`src/rtl/id_exe_reg_pkg.sv`:
```
// Shared decode/execute definitions: field widths, execute commands, the
// control bundle carried through ID/EXE and its bubble value.
package id_exe_reg_pkg;

  localparam int EXECUTE_COMMAND_LEN = 4;
  localparam int REG_INDEX_LEN       = 4;
  localparam int STALL_CNT_LEN       = 16;
  localparam int SHIFT_OPERAND_LEN   = 12;
  localparam int SIGNED_IMM_LEN      = 24;

  // ALU command encodings produced by the control unit.
  typedef enum logic [EXECUTE_COMMAND_LEN-1:0] {
    EXE_NOP = 4'd0,
    EXE_MOV = 4'd1,
    EXE_ADD = 4'd2,
    EXE_ADC = 4'd3,
    EXE_SUB = 4'd4,
    EXE_SBC = 4'd5,
    EXE_AND = 4'd6,
    EXE_ORR = 4'd7,
    EXE_EOR = 4'd8,
    EXE_MVN = 4'd9
  } exe_cmd_e;

  // Control fields latched into EXE. Order is significant only for packing.
  typedef struct packed {
    logic [EXECUTE_COMMAND_LEN-1:0] exe_cmd;
    logic                           mem_read;
    logic                           mem_write;
    logic                           wb_en;
    logic                           b;
    logic                           s;
    logic                           imm;
  } ctrl_t;

  // A bubble has no side effects: no writeback, no memory access, no branch,
  // no status update.
  localparam ctrl_t BUBBLE_CTRL = '0;

  // True when a source register is about to be written by a downstream stage.
  function automatic logic reg_match(input logic [REG_INDEX_LEN-1:0] src,
                                     input logic [REG_INDEX_LEN-1:0] dest,
                                     input logic                     wb_en);
    return wb_en && (src == dest);
  endfunction

endpackage

```
`src/rtl/hazard_detection_unit.sv`:
```
// Combinational RAW hazard detector for the instruction sitting in IF/ID.
// Without forwarding any pending write to a source stalls; with forwarding
// only a load in EXE feeding a source stalls (load-use).
module hazard_detection_unit #(
  parameter int RW = 4
) (
  input  logic          i_in_valid,
  input  logic          i_forward_en,
  input  logic [RW-1:0] i_src1,
  input  logic [RW-1:0] i_src2,
  input  logic          i_two_src,
  input  logic          i_b,
  input  logic [RW-1:0] i_exe_dest,
  input  logic [RW-1:0] i_mem_dest,
  input  logic          i_exe_wb_en,
  input  logic          i_mem_wb_en,
  input  logic          i_exe_mem_read,
  output logic          o_hazard
);

  logic w_m1, w_m2, w_n1, w_n2;
  logic w_exe_dep, w_any_dep;

  // A branch does not read src1 as a register operand, so it never stalls on it.
  assign w_m1 = !i_b && (i_exe_wb_en && (i_src1 == i_exe_dest));
  assign w_m2 = i_two_src && (i_exe_wb_en && (i_src2 == i_exe_dest));
  assign w_n1 = !i_b && (i_mem_wb_en && (i_src1 == i_mem_dest));
  assign w_n2 = i_two_src && (i_mem_wb_en && (i_src2 == i_mem_dest));

  assign w_exe_dep = w_m1 | w_m2;
  assign w_any_dep = w_exe_dep | w_n1 | w_n2;

  // Forwarding covers everything except a value still being loaded in EXE.
  assign o_hazard = i_in_valid &&
                    (i_forward_en ? (i_exe_mem_read && w_exe_dep) : w_any_dep);

endmodule

```
`src/rtl/id_exe_reg.sv`:
```
// ID/EXE pipeline register with embedded hazard detection, bubble insertion
// and a saturating count of hazard bubbles. Freeze holds everything, flush
// kills the instruction being latched.
module id_exe_reg
  import id_exe_reg_pkg::*;
#(
  parameter int DW   = 32,
  parameter int RW   = 4,
  parameter int CNTW = 16
) (
  input  logic                           clk,
  input  logic                           rst,
  input  logic                           freeze,
  input  logic                           flush,
  input  logic                           forward_en,
  input  logic                           in_valid,
  input  logic [EXECUTE_COMMAND_LEN-1:0] exe_cmd_in,
  input  logic                           mem_read_in,
  input  logic                           mem_write_in,
  input  logic                           wb_en_in,
  input  logic                           b_in,
  input  logic                           s_in,
  input  logic                           imm_in,
  input  logic [DW-1:0]                  pc_in,
  input  logic [DW-1:0]                  val_rn_in,
  input  logic [DW-1:0]                  val_rm_in,
  input  logic [SHIFT_OPERAND_LEN-1:0]   shift_operand_in,
  input  logic [SIGNED_IMM_LEN-1:0]      signed_imm24_in,
  input  logic [RW-1:0]                  dest_in,
  input  logic [RW-1:0]                  src1_in,
  input  logic [RW-1:0]                  src2_in,
  input  logic                           two_src,
  input  logic                           c_flag_in,
  input  logic [RW-1:0]                  exe_dest,
  input  logic [RW-1:0]                  mem_dest,
  input  logic                           exe_wb_en,
  input  logic                           mem_wb_en,
  input  logic                           exe_mem_read,
  output logic                           hazard,
  output logic [EXECUTE_COMMAND_LEN-1:0] exe_cmd_out,
  output logic                           mem_read_out,
  output logic                           mem_write_out,
  output logic                           wb_en_out,
  output logic                           b_out,
  output logic                           s_out,
  output logic                           imm_out,
  output logic [DW-1:0]                  pc_out,
  output logic [DW-1:0]                  val_rn_out,
  output logic [DW-1:0]                  val_rm_out,
  output logic [SHIFT_OPERAND_LEN-1:0]   shift_operand_out,
  output logic [SIGNED_IMM_LEN-1:0]      signed_imm24_out,
  output logic [RW-1:0]                  dest_out,
  output logic                           c_flag_out,
  output logic [RW-1:0]                  src1_out,
  output logic [RW-1:0]                  src2_out,
  output logic                           valid_out,
  output logic [CNTW-1:0]                stall_count
);

  // Everything besides the control bundle; zeroed in a bubble for determinism.
  typedef struct packed {
    logic [DW-1:0]                pc;
    logic [DW-1:0]                val_rn;
    logic [DW-1:0]                val_rm;
    logic [SHIFT_OPERAND_LEN-1:0] shift_operand;
    logic [SIGNED_IMM_LEN-1:0]    signed_imm24;
    logic [RW-1:0]                dest;
    logic [RW-1:0]                src1;
    logic [RW-1:0]                src2;
    logic                         c_flag;
    logic                         valid;
  } payload_t;

  ctrl_t     r_ctrl;
  payload_t  r_pay;
  logic [CNTW-1:0] r_cnt;

  ctrl_t     w_ctrl_in;
  payload_t  w_pay_in;
  logic      w_hazard;
  logic      w_bubble;
  logic      w_count;

  hazard_detection_unit #(.RW(RW)) u_hdu (
    .i_in_valid     (in_valid),
    .i_forward_en   (forward_en),
    .i_src1         (src1_in),
    .i_src2         (src2_in),
    .i_two_src      (two_src),
    .i_b            (b_in),
    .i_exe_dest     (exe_dest),
    .i_mem_dest     (mem_dest),
    .i_exe_wb_en    (exe_wb_en),
    .i_mem_wb_en    (mem_wb_en),
    .i_exe_mem_read (exe_mem_read),
    .o_hazard       (w_hazard)
  );

  // Hazard is exported unconditionally; gating against freeze/flush is upstream's job.
  assign hazard = w_hazard;

  assign w_ctrl_in = '{exe_cmd:   exe_cmd_in,
                       mem_read:  mem_read_in,
                       mem_write: mem_write_in,
                       wb_en:     wb_en_in,
                       b:         b_in,
                       s:         s_in,
                       imm:       imm_in};

  assign w_pay_in = '{pc:            pc_in,
                      val_rn:        val_rn_in,
                      val_rm:        val_rm_in,
                      shift_operand: shift_operand_in,
                      signed_imm24:  signed_imm24_in,
                      dest:          dest_in,
                      src1:          src1_in,
                      src2:          src2_in,
                      c_flag:        c_flag_in,
                      valid:         in_valid};

  // Flush outranks hazard, so a flushed cycle never counts as a stall.
  assign w_bubble = flush || w_hazard;
  assign w_count  = !flush && w_hazard && (r_cnt != {CNTW{1'b1}});

  // Pipeline register: reset > freeze (hold) > flush/hazard (bubble) > load.
  always_ff @(posedge clk) begin
    if (rst) begin
      r_ctrl <= BUBBLE_CTRL;
      r_pay  <= '0;
      r_cnt  <= '0;
    end else if (!freeze) begin
      if (w_bubble) begin
        r_ctrl <= BUBBLE_CTRL;
        r_pay  <= '0;
      end else begin
        r_ctrl <= w_ctrl_in;
        r_pay  <= w_pay_in;
      end
      if (w_count) r_cnt <= r_cnt + CNTW'(1);
    end
  end

  assign exe_cmd_out       = r_ctrl.exe_cmd;
  assign mem_read_out      = r_ctrl.mem_read;
  assign mem_write_out     = r_ctrl.mem_write;
  assign wb_en_out         = r_ctrl.wb_en;
  assign b_out             = r_ctrl.b;
  assign s_out             = r_ctrl.s;
  assign imm_out           = r_ctrl.imm;
  assign pc_out            = r_pay.pc;
  assign val_rn_out        = r_pay.val_rn;
  assign val_rm_out        = r_pay.val_rm;
  assign shift_operand_out = r_pay.shift_operand;
  assign signed_imm24_out  = r_pay.signed_imm24;
  assign dest_out          = r_pay.dest;
  assign c_flag_out        = r_pay.c_flag;
  assign src1_out          = r_pay.src1;
  assign src2_out          = r_pay.src2;
  assign valid_out         = r_pay.valid;
  assign stall_count       = r_cnt;

endmodule

```
`config.mk`:
```
export PLATFORM = sky130hd
export DESIGN_NAME = id_exe_reg
export DESIGN_NICKNAME = d
export VERILOG_FILES = /design/src/rtl/id_exe_reg_pkg.sv /design/src/rtl/hazard_detection_unit.sv /design/src/rtl/id_exe_reg.sv
export SDC_FILE = /design/constraint.sdc
export NUM_CORES = 1
export LEC_CHECK = 0
export ABC_AREA = 1
export BUFFER_PORTS_ARGS = -buffer_cell sky130_fd_sc_hd__clkbuf_2
export CAP_MARGIN = 20
export CORE_AREA = 2 2 170 172
export CTS_CLUSTER_DIAMETER = 40
export DETAILED_ROUTE_END_ITERATION = 10
export DIE_AREA = 0 0 172 174
export PLACE_DENSITY = 0.59
export SYNTH_ARGS = -nofsm -noshare
export SYNTH_HDL_FRONTEND = slang
export SYNTH_SLANG_ARGS = --single-unit
```
`constraint.sdc`:
```
create_clock -name clk -period 2.19 [get_ports clk]
set_input_delay 0.219 -clock clk [delete_from_list [all_inputs] [get_ports clk]]
set_output_delay 0.219 -clock clk [all_outputs]
set_load 0.01 [all_outputs]
```
* Yosys cells after proc, flatten, opt, wreduce, memory -nomap -nowiden
Index checks and enable logic that the tools add are counted.
Word-level totals: logic and storage cells 47, input port bits 173, bits in registers 172
Operators by class: bitwise operators 4, equality and inequality tests 5, add/sub/neg operators 1, reduce and logical (&&, ||, !) cells 16, muxes and demuxes 3
Operator list (count):
- $mux 146 | 1
- $add 16x1->16 const B | 1
- $eq 4x4->1 | 4
- $ne 16x16->1 const B | 1
- $logic_and 1x1->1 | 12
- $mux 10 | 1
- $or 1x1->1 | 3
- $logic_not 1->1 | 2
- $reduce_and 2->1 | 1
- $logic_or 1x1->1 | 1
- $mux 1 | 1
- $not 1->1 | 1

* Logic depth before layout (Yosys ltp)
Gate-level depths: netlist of run 1.
depth in word-level cells 11, mapped depth 13, mapped depth without buffers 12

* By module
Synthesis of run 1 repeated with hierarchy kept, for this count alone.
Second synthesis, totals: cell total of the unflattened synthesis 922, area, all modules 6872.8 µm²
Modules (own cells, without submodules):
- id_exe_reg | times used 1, sequential area each 3443.3 µm², area each 6558.8 µm², cells each 847
- hazard_detection_unit | times used 1, sequential area each 0.0 µm², area each 314.1 µm², cells each 75

* Least setup slack after synthesis of run 1
OpenSTA, ideal clock, no wires.
kind reg-to-reg, from register r_cnt[0] (netlist: stall_count[0]), to register r_cnt[5] (netlist: stall_count[5]), setup time 0.132 ns, arrival 1.519 ns, clock period less this slack 1.651 ns, data required time 2.058 ns, cell stages (with the launch flop) 9, slack 0.539 ns, buffers on the path 1, cells stage by stage dfxtp_1 ha_1 nand2_2 nor2_4 nand4_1 o21a_2 buf_1 nand4_1 a21oi_1
Between the ends: longest elaborated chain between the ends 3
RTL lines:
- start: declaration | line id_exe_reg.sv:76 | logic [CNTW-1:0] r_cnt;
- start signal: assignment | line id_exe_reg.sv:139 | if (w_count) r_cnt <= r_cnt + CNTW'(1);
- parallel branches: the longest is 3 deep, another holds $add 16x1->16
Parallel ways; which one is timed is not known. A chain may end at the register's enable or synchronous reset.

* Final worst setup path of run 1
from register r_cnt[1] (netlist: stall_count[1]), to register r_cnt[1] (netlist: stall_count[1])
The elaborated chain is that of the path after synthesis.

==> summary.txt, run 1 <==
Yosys
  – Synth top area share: 49.6%
  – Synth Instances: 911
  – Synth Area in Simple Gates: 28.4%
  – Synth Net Count: 1,085
  – Adder-cell area share of the yosys netlist: 0.180%
  – Distinct cells, synth: 24
  – Number of synthesized register bits: 172
  – Yosys top cell by area: dfxtp_1
  – Netlist Area Pre-Place: 0.00695 mm2
  – Area contributors post-synth: dfxtp_1 (50%), a21oi_1 (12%), nand2_1 (12%), nand3_1 (12%), clkbuf_1 (2.9%)
  – Sequential fraction of the synthesis area: 49.6%
  – Mapped Avg Cell Area: 7.63 um2
  – Mux contribution to synthesized area: 0%
  – Synth warnings: 0
  – Post-synthesis xor/xnor area fraction: 1.89%
  – Largest family of logic cells by synthesized area: simple AND/OR/NAND/NOR gates
  – Synth Area in Compound Gates: 12.6%

Drt
  – Drt initial violations: 437
  – DRC Markers: 0
  – Drt pass-1 iters: 4
  – DR vias: 7,268
  – ANT nets after route: 0
  – Vias per cell: 4.51
  – Average wire per standard cell: 14.3 um
  – Routed wire length: 23,000 um

Timing
  – Post-layout min period: 1840 ps
  – Max-slew violations: 0
  – Setup TNS: 0 ps
  – Final hold violation count: 0
  – Highest Clock Rate: 543 MHz
  – Fin crit share: 84.2%
  – Worst Tran Pin Value: 720 ps
  – Setup violators final: 0
  – Clock Skew: 7.42 ps
  – RSZ-0062 raised after global routing: no
  – Slew headroom: 52.0%

Clocking
  – CTS max path bufs: 2
  – Clock Latency Late Sink: 430 ps
  – CTS buffer count: 17
  – CTS Hold Bufs: 0
  – Clock root buffer: clkbuf_16
  – Post-CTS Resized: 0
  – Post-CTS Setup Repair Bufs: 0
  – Sink Count: 172
  – TritonCTS clock tree: yes
  – H-tree depth: 4
  – Worst-path clk slew: 70 ps

Worst setup path
  – Reg2reg setup slack: 350 ps
  – Worst Setup Start Kind: flop
  – Worst-path fanout max: 17
  – Worst Path Arrival: 2160 ps
  – Worst reg2reg path depth: 9
  – Crit path required time: 2510 ps
  – Crit. End Element: flop
  – R2R Path End: stall_count[1]$_SDFFE_PP0P_
  – Setup Crit Path Kind: flop to flop
  – FF-to-FF Start: stall_count[1]$_SDFFE_PP0P_

Power
  – Max VDD drop: 0.000392 V
  – Overall Power: 7.11 mW
  – P_sw: 1.79 mW
  – Seq pwr share: 46.4%
  – Clock power frac: 42.8%
  – Leak Pwr: 4.22 nW
  – Switch share: 25.2%
  – Pint: 5.32 mW
  – Pwr Density: 744 mW/mm2
  – Comb pwr share: 10.9%

Global route
  – GR Overflow Total: 0
  – First-pass GRT wire length: 36,100 um
  – Met2 Use GR: 24.5%
  – GR peak layer: met2
  – Met1 usage: 19.1%
  – Total Routing Usage GR: 15.2%
  – Vias in the first global route: 6,804
  – Initial antenna violation count: 0
  – Largest net degree at the start of global routing: 157
  – Met3 Resource Use GR: 4.28%

Floorplan
  – Initial core utilization: 24.6%
  – Area of the die: 0.0299 mm2
  – Die W: 172 um
  – Core area: 0.0282 mm2
  – Vert. Die Dim: 174 um
  – Row count: 62
  – I/O pin cnt: 346

Place
  – HPWL after detailed placement: 15,800 um
  – Input/output buffers: 345
  – RD Place Congestion: 0.829

Worst hold path
  – Worst hold path class: input port to flop
  – Hold path startpoint: val_rm_in[9]
  – Worst hold path endpoint: val_rm_out[9]$_SDFFE_PP0N_
  – Hold path depth: 3

Final layout
  – Nets: 1,389
  – Filler cell count: 3,121
  – Antenna diodes: 0
  – Layout cells sized above 1: 32.3%
  – Area delta synth->final: 37.6%

Outcome
  – Outcome: finished, final reports clean

Run
  – Max Cap Violations: 0
-- cell families (layout without fill, tap and decap cells) --
kind of cell | count (synthesis) | count (layout)
AOI/OAI and AO/OA | 173 | 173
xor gates and xnor gates | 15 | 15
adders and majority gates | 1 | 1
buffers and inverters | 104 | 419
DFF | 172 | 172
and+or+nand+nor | 446 | 446
-- cells in the final DEF (no fill, tap or decap), drive strengths merged, types with 3 or more instances in the layout --
cell      count
nor3          3
nand3       167
nor2         30
xnor2         6
inv          29
clkbuf      367
xor2          9
nand2       227
dfxtp       172
buf          17
clkinvlp      3
a21oi       170
nand4        18
-- cell type report --
type	count	area, um2	area share (%)
multi-input cells	635	3000	31.4
well taps	384	480	5.03
flip-flops and latches	172	3440	36.0
clock buffers	24	482	5.04
repair buffers	360	1960	20.5
clock inverters	6	87.6	0.917
inverters	29	109	1.14
-- worst max-delay path: stages, from the launching register on --
cell and delay (ps):
dfxtp_1 380, ha_1 210, nand2_2 90, nor2_4 130, nand4_1 100, o21a_2 320
nand3_2 310, nand2_1 90, nand2_1 70, nor2_1 40
-- state kept, by name, summed over array words and instances, names as in the netlist --
register           count
signed_imm24_out      24
val_rm_out            32
dest_out               4
pc_out                32
imm_out                1
src1_out               4
c_flag_out             1
shift_operand_out     12
b_out                  1
val_rn_out            32
valid_out              1
exe_cmd_out            4
stall_count           16
mem_write_out          1
src2_out               4
mem_read_out           1
wb_en_out              1
s_out                  1
-- routing by layer --
metal	routed length [um]	vias up
met5	0	-
met4	578	0
met3	1470	35
met2	11000	225
met1	9900	3360
li1	-	3648
-- synthesized netlist by cell type --
| master | count |
|---|---|
| ha_1 | 1 |
| nor3_1 | 3 |
| inv_1 | 29 |
| nor2_1 | 28 |
| buf_1 | 3 |
| o21ai_1 | 1 |
| a21oi_1 | 170 |
| nand4_1 | 18 |
| a21boi_0 | 1 |
| nor2_2 | 1 |
| nand2_4 | 2 |
| nand2_1 | 222 |
| nor2_4 | 1 |
| nand3_2 | 1 |
| dfxtp_1 | 172 |
| xor2_1 | 9 |
| nand2_2 | 3 |
| nand3b_1 | 1 |
| buf_2 | 3 |
| clkbuf_1 | 53 |
| buf_6 | 16 |
| o21a_2 | 1 |
| nand3_1 | 166 |
| xnor2_1 | 6 |
-- power groups by stage --
stage	clock, mW	sequential, mW	combinational [mW]
2_1_floorplan	0	3.42	0.339
3_3_place_gp	0	3.36	0.776
3_5_place_dp	0	3.37	0.782
4_1_cts	3.13	3.30	0.784
5_1_grt	3.27	3.31	0.857
6_report	3.04	3.30	0.773
-- how the worst max path moves through the flow --
stage | start | end | cells after the start
after global routing | stall_count[1]$_SDFFE_PP0P_ | stall_count[1]$_SDFFE_PP0P_ | 9
after floorplan | stall_count[0]$_SDFFE_PP0P_ | stall_count[5]$_SDFFE_PP0P_ | 8
after detailed placement | src2_in[1] | stall_count[9]$_SDFFE_PP0P_ | 13
after global placement | src2_in[1] | hazard | 13
after CTS | src2_in[1] | hazard | 13
final | stall_count[1]$_SDFFE_PP0P_ | stall_count[1]$_SDFFE_PP0P_ | 9
-- per-stage QoR --
step	area [um2]	instances	hold slack (ps)	util (%)	setup slack, ps
after global placement	8990	1580	445	31.8	360
after floorplan	6950	911	379	-	539
after CTS	9560	1610	1.10	33.8	359
after global routing	9560	1610	12.3	33.8	171
final	9560	1610	29.1	33.8	347
after detailed placement	8990	1580	449	31.8	365
Power figures use the tool's default switching activity.
==> inputs of run 2 (changes only) <==
==> constraint.sdc (replaced) <==
create_clock -name clk -period 1.7 [get_ports clk]
set_input_delay 0.17 -clock clk [delete_from_list [all_inputs] [get_ports clk]]
set_output_delay 0.17 -clock clk [all_outputs]
set_load 0.01 [all_outputs]
==> run 2 against run 1 <==
Compared with the run above: critical path depth shrank 1; clock power is 40% higher; clock skew is 5.5 ps lower; via count is 11% higher; sequential power increased by 29%; die area unchanged; utilization increased by 6.1 points; sequential share of layout area fell by 5.5 points; cell count increased by 11%; highest routed layer unchanged; hold slack better by 1.1 ps.
==> summary.txt, run 2 (synthesized netlist as in run 1, its figures left out) <==
Outcome
  – Outcome: finished, final reports clean (unchanged)

Drt
  – Drt pass-1 iters: 4 (unchanged)
  – ANT nets after route: 0 (unchanged)
  – DR vias: 8,078 (was 7,268)
  – Average wire per standard cell: 14.1 um (was 14.3 um)
  – DRC Markers: 0 (unchanged)
  – Drt initial violations: 440 (was 437)
  – Vias per cell: 4.54 (was 4.51)
  – Routed wire length: 25,100 um (was 23,000 um)

Final layout
  – Layout cells sized above 1: 30.6% (was 32.3%)
  – Area delta synth->final: 62.4% (was 37.6%)
  – Commonest cells after routing, fill and taps aside: clkbuf_2 (343), nand2_1 (222), dfxtp_1 (172) (unchanged)
  – Nets: 1,557 (was 1,389)
  – Commonest non-fill, non-tap cell in the layout: clkbuf_2 (unchanged)
  – Antenna diodes: 0 (unchanged)
  – Final Non-Filler Cells: 1,780 (was 1,610)

Timing
  – Clock Skew: 1.96 ps (was 7.42 ps)
  – RSZ-0062 raised after global routing: no (unchanged)
  – Hold Slack: 30.1 ps (was 29.1 ps)
  – Worst Tran Pin Value: 730 ps (was 720 ps)
  – Setup violators final: 0 (unchanged)
  – Max-slew violations: 0 (unchanged)
  – Post-layout min period: 1570 ps (was 1840 ps)
  – Final hold violation count: 0 (unchanged)
  – Fin crit share: 92.6% (was 84.2%)
  – Setup TNS: 0 ps (unchanged)
  – Slew headroom: 51.4% (was 52.0%)
  – Highest Clock Rate: 635 MHz (was 543 MHz)

Power
  – Leak Pwr: 4.99 nW (was 4.22 nW)
  – Overall Power: 9.81 mW (was 7.11 mW)
  – Pwr Density: 870 mW/mm2 (was 744 mW/mm2)
  – Max VDD drop: 0.000611 V (was 0.000392 V)

Worst setup path
  – Worst-path fanout max: 15 (was 17)
  – Crit. Startpoint: stall_count[0]$_SDFFE_PP0P_ (was stall_count[1]$_SDFFE_PP0P_)
  – Critical path, cell by cell: ha_1, nand2_2, nor2_4, nand4_1, o21a_2, buf_4, nand4_1, a21oi_1 (was ha_1, nand2_2, nor2_4, nand4_1, o21a_2, nand3_2, nand2_1, nand2_1, nor2_1)
  – Setup crit end: stall_count[2]$_SDFFE_PP0P_ (was stall_count[1]$_SDFFE_PP0P_)
  – WP buf/inv: 1 (was 0)
  – Crit path required time: 1990 ps (was 2510 ps)
  – Setup Crit Path Kind: flop to flop (unchanged)
  – CP max stage cell: dfxtp_1 (unchanged)
  – Number of cells on the critical path: 8 (was 9)
  – Max incr delay on CP: 340 ps (was 380 ps)
  – CP top delay family: simple AND/OR/NAND/NOR gates (unchanged)
  – Worst Setup Start Kind: flop (unchanged)
  – Worst Path Arrival: 1870 ps (was 2160 ps)
  – Crit path top cell by count: nand4_1 (was nand2_1)
  – Crit. End Element: flop (unchanged)
  – Reg2reg setup slack: 130 ps (was 350 ps)
  – R2R Path End: stall_count[2]$_SDFFE_PP0P_ (was stall_count[1]$_SDFFE_PP0P_)
  – Worst reg2reg path depth: 8 (was 9)
  – FF-to-FF Start: stall_count[0]$_SDFFE_PP0P_ (was stall_count[1]$_SDFFE_PP0P_)

Global route
  – Initial antenna violation count: 0 (unchanged)
  – GR Overflow Total: 0 (unchanged)
  – Largest net degree at the start of global routing: 157 (unchanged)
  – First-pass GRT wire length: 39,700 um (was 36,100 um)
  – Vias in the first global route: 7,889 (was 6,804)
  – Total Routing Usage GR: 16.4% (was 15.2%)

Floorplan
  – Core area: 0.0282 mm2 (unchanged)
  – Row count: 62 (unchanged)
  – Initial core utilization: 24.6% (unchanged)
  – Die W: 172 um (unchanged)
  – Area of the die: 0.0299 mm2 (unchanged)
  – Vert. Die Dim: 174 um (unchanged)
  – I/O pin cnt: 346 (unchanged)

Clocking
  – CTS max path bufs: 2 (unchanged)
  – Worst-path clk slew: 70 ps (about the same)
  – TritonCTS clock tree: yes (unchanged)
  – CTS buffer count: 17 (unchanged)
  – H-tree depth: 4 (unchanged)
  – Clock root buffer: clkbuf_16 (unchanged)
  – Clock Latency Late Sink: 420 ps (was 430 ps)
  – Sink Count: 172 (unchanged)

Place
  – Input/output buffers: 345 (unchanged)
  – Placed cell count: 1,608 (was 1,580)
  – HPWL after detailed placement: 16,300 um (was 15,800 um)
  – RD Place Congestion: 0.873 (was 0.829)

Worst hold path
  – Worst hold path class: input port to flop (unchanged)

Run
  – Max Cap Violations: 0 (unchanged)
[run 2: cell types whose count changed in the layout (fill, tap and decap cells not counted)]
cell / before / now
nor3_1: 3 / 2
inv_6: 0 / 1
buf_12: 9 / 13
clkinv_2: 1 / 0
dlygate4sd3_1: 0 / 140
buf_4: 8 / 32
bufinv_16: 2 / 4
clkbuf_8: 3 / 2
clkinv_4: 0 / 1
nor3_2: 0 / 1
[run 2: worst register-to-register path: stages (launching register included)]
cell and delay (ps):
dfxtp_1 340, ha_1 200, nand2_2 100, nor2_4 110, nand4_1 90, o21a_2 230, buf_4 200, nand4_1 120
a21oi_1 70
[run 2: worst min-delay path by stage]
stage	startpoint	endpoint	slack, ps	cells after the start
2_1_floorplan	val_rn_in[30]	val_rn_out[30]$_SDFFE_PP0N_	330	2
3_3_place_gp	signed_imm24_in[3]	signed_imm24_out[3]$_SDFFE_PP0N_	420	3
3_5_place_dp	pc_in[1]	pc_out[1]$_SDFFE_PP0N_	420	3
4_1_cts	shift_operand_in[5]	shift_operand_out[5]$_SDFFE_PP0N_	2	3
5_1_grt	shift_operand_in[5]	shift_operand_out[5]$_SDFFE_PP0N_	2	3
6_report	src2_in[1]	src2_out[1]$_SDFFE_PP0N_	30	3
[run 2: power by group]
group,leakage [nW],internal [mW],switching (mW),total [mW]
registers,1.40,4.17,0.0756,4.25
clock network,0.294,2.55,1.70,4.26
logic,3.29,0.652,0.654,1.31
[run 2: area by class of cell]
cell class | count | area, um2
Fill cell | 2903 | 17000
Timing Repair Buffer | 528 | 3620
Clock inverter | 9 | 160
Multi-Input combinational cell | 635 | 3000
Inverter | 29 | 109
Sequential cell | 172 | 3440
Tap cell | 384 | 480
Clock buffer | 23 | 468
[run 2: what timing repair did]
item	4_1_cts	5_1_grt
setup endpoints to repair	0	2
hold endpoints to repair	140	0
setup buffers	0	0
gates resized for setup	0	1
hold buffers	140	0
[run 2: stage by stage]
stage	setup WS, ps	utilization (%)	area, um2
floorplan	48.8	-	6950
global placement	87.6	32.7	9250
detailed placement	83.6	32.7	9250
CTS	77.5	39.9	11300
global route	15.6	40.0	11300
finish	126	40.0	11300
[run 2: layer usage]
metal  vias up  share of wire, %  global-route usage (%)
met2       256                50                    28.5
met3        49               6.1                    4.71
li1       3993                 -                       -
met1      3780                40                    18.9
met5         -                 0                       0
met4         0               3.3                    6.69
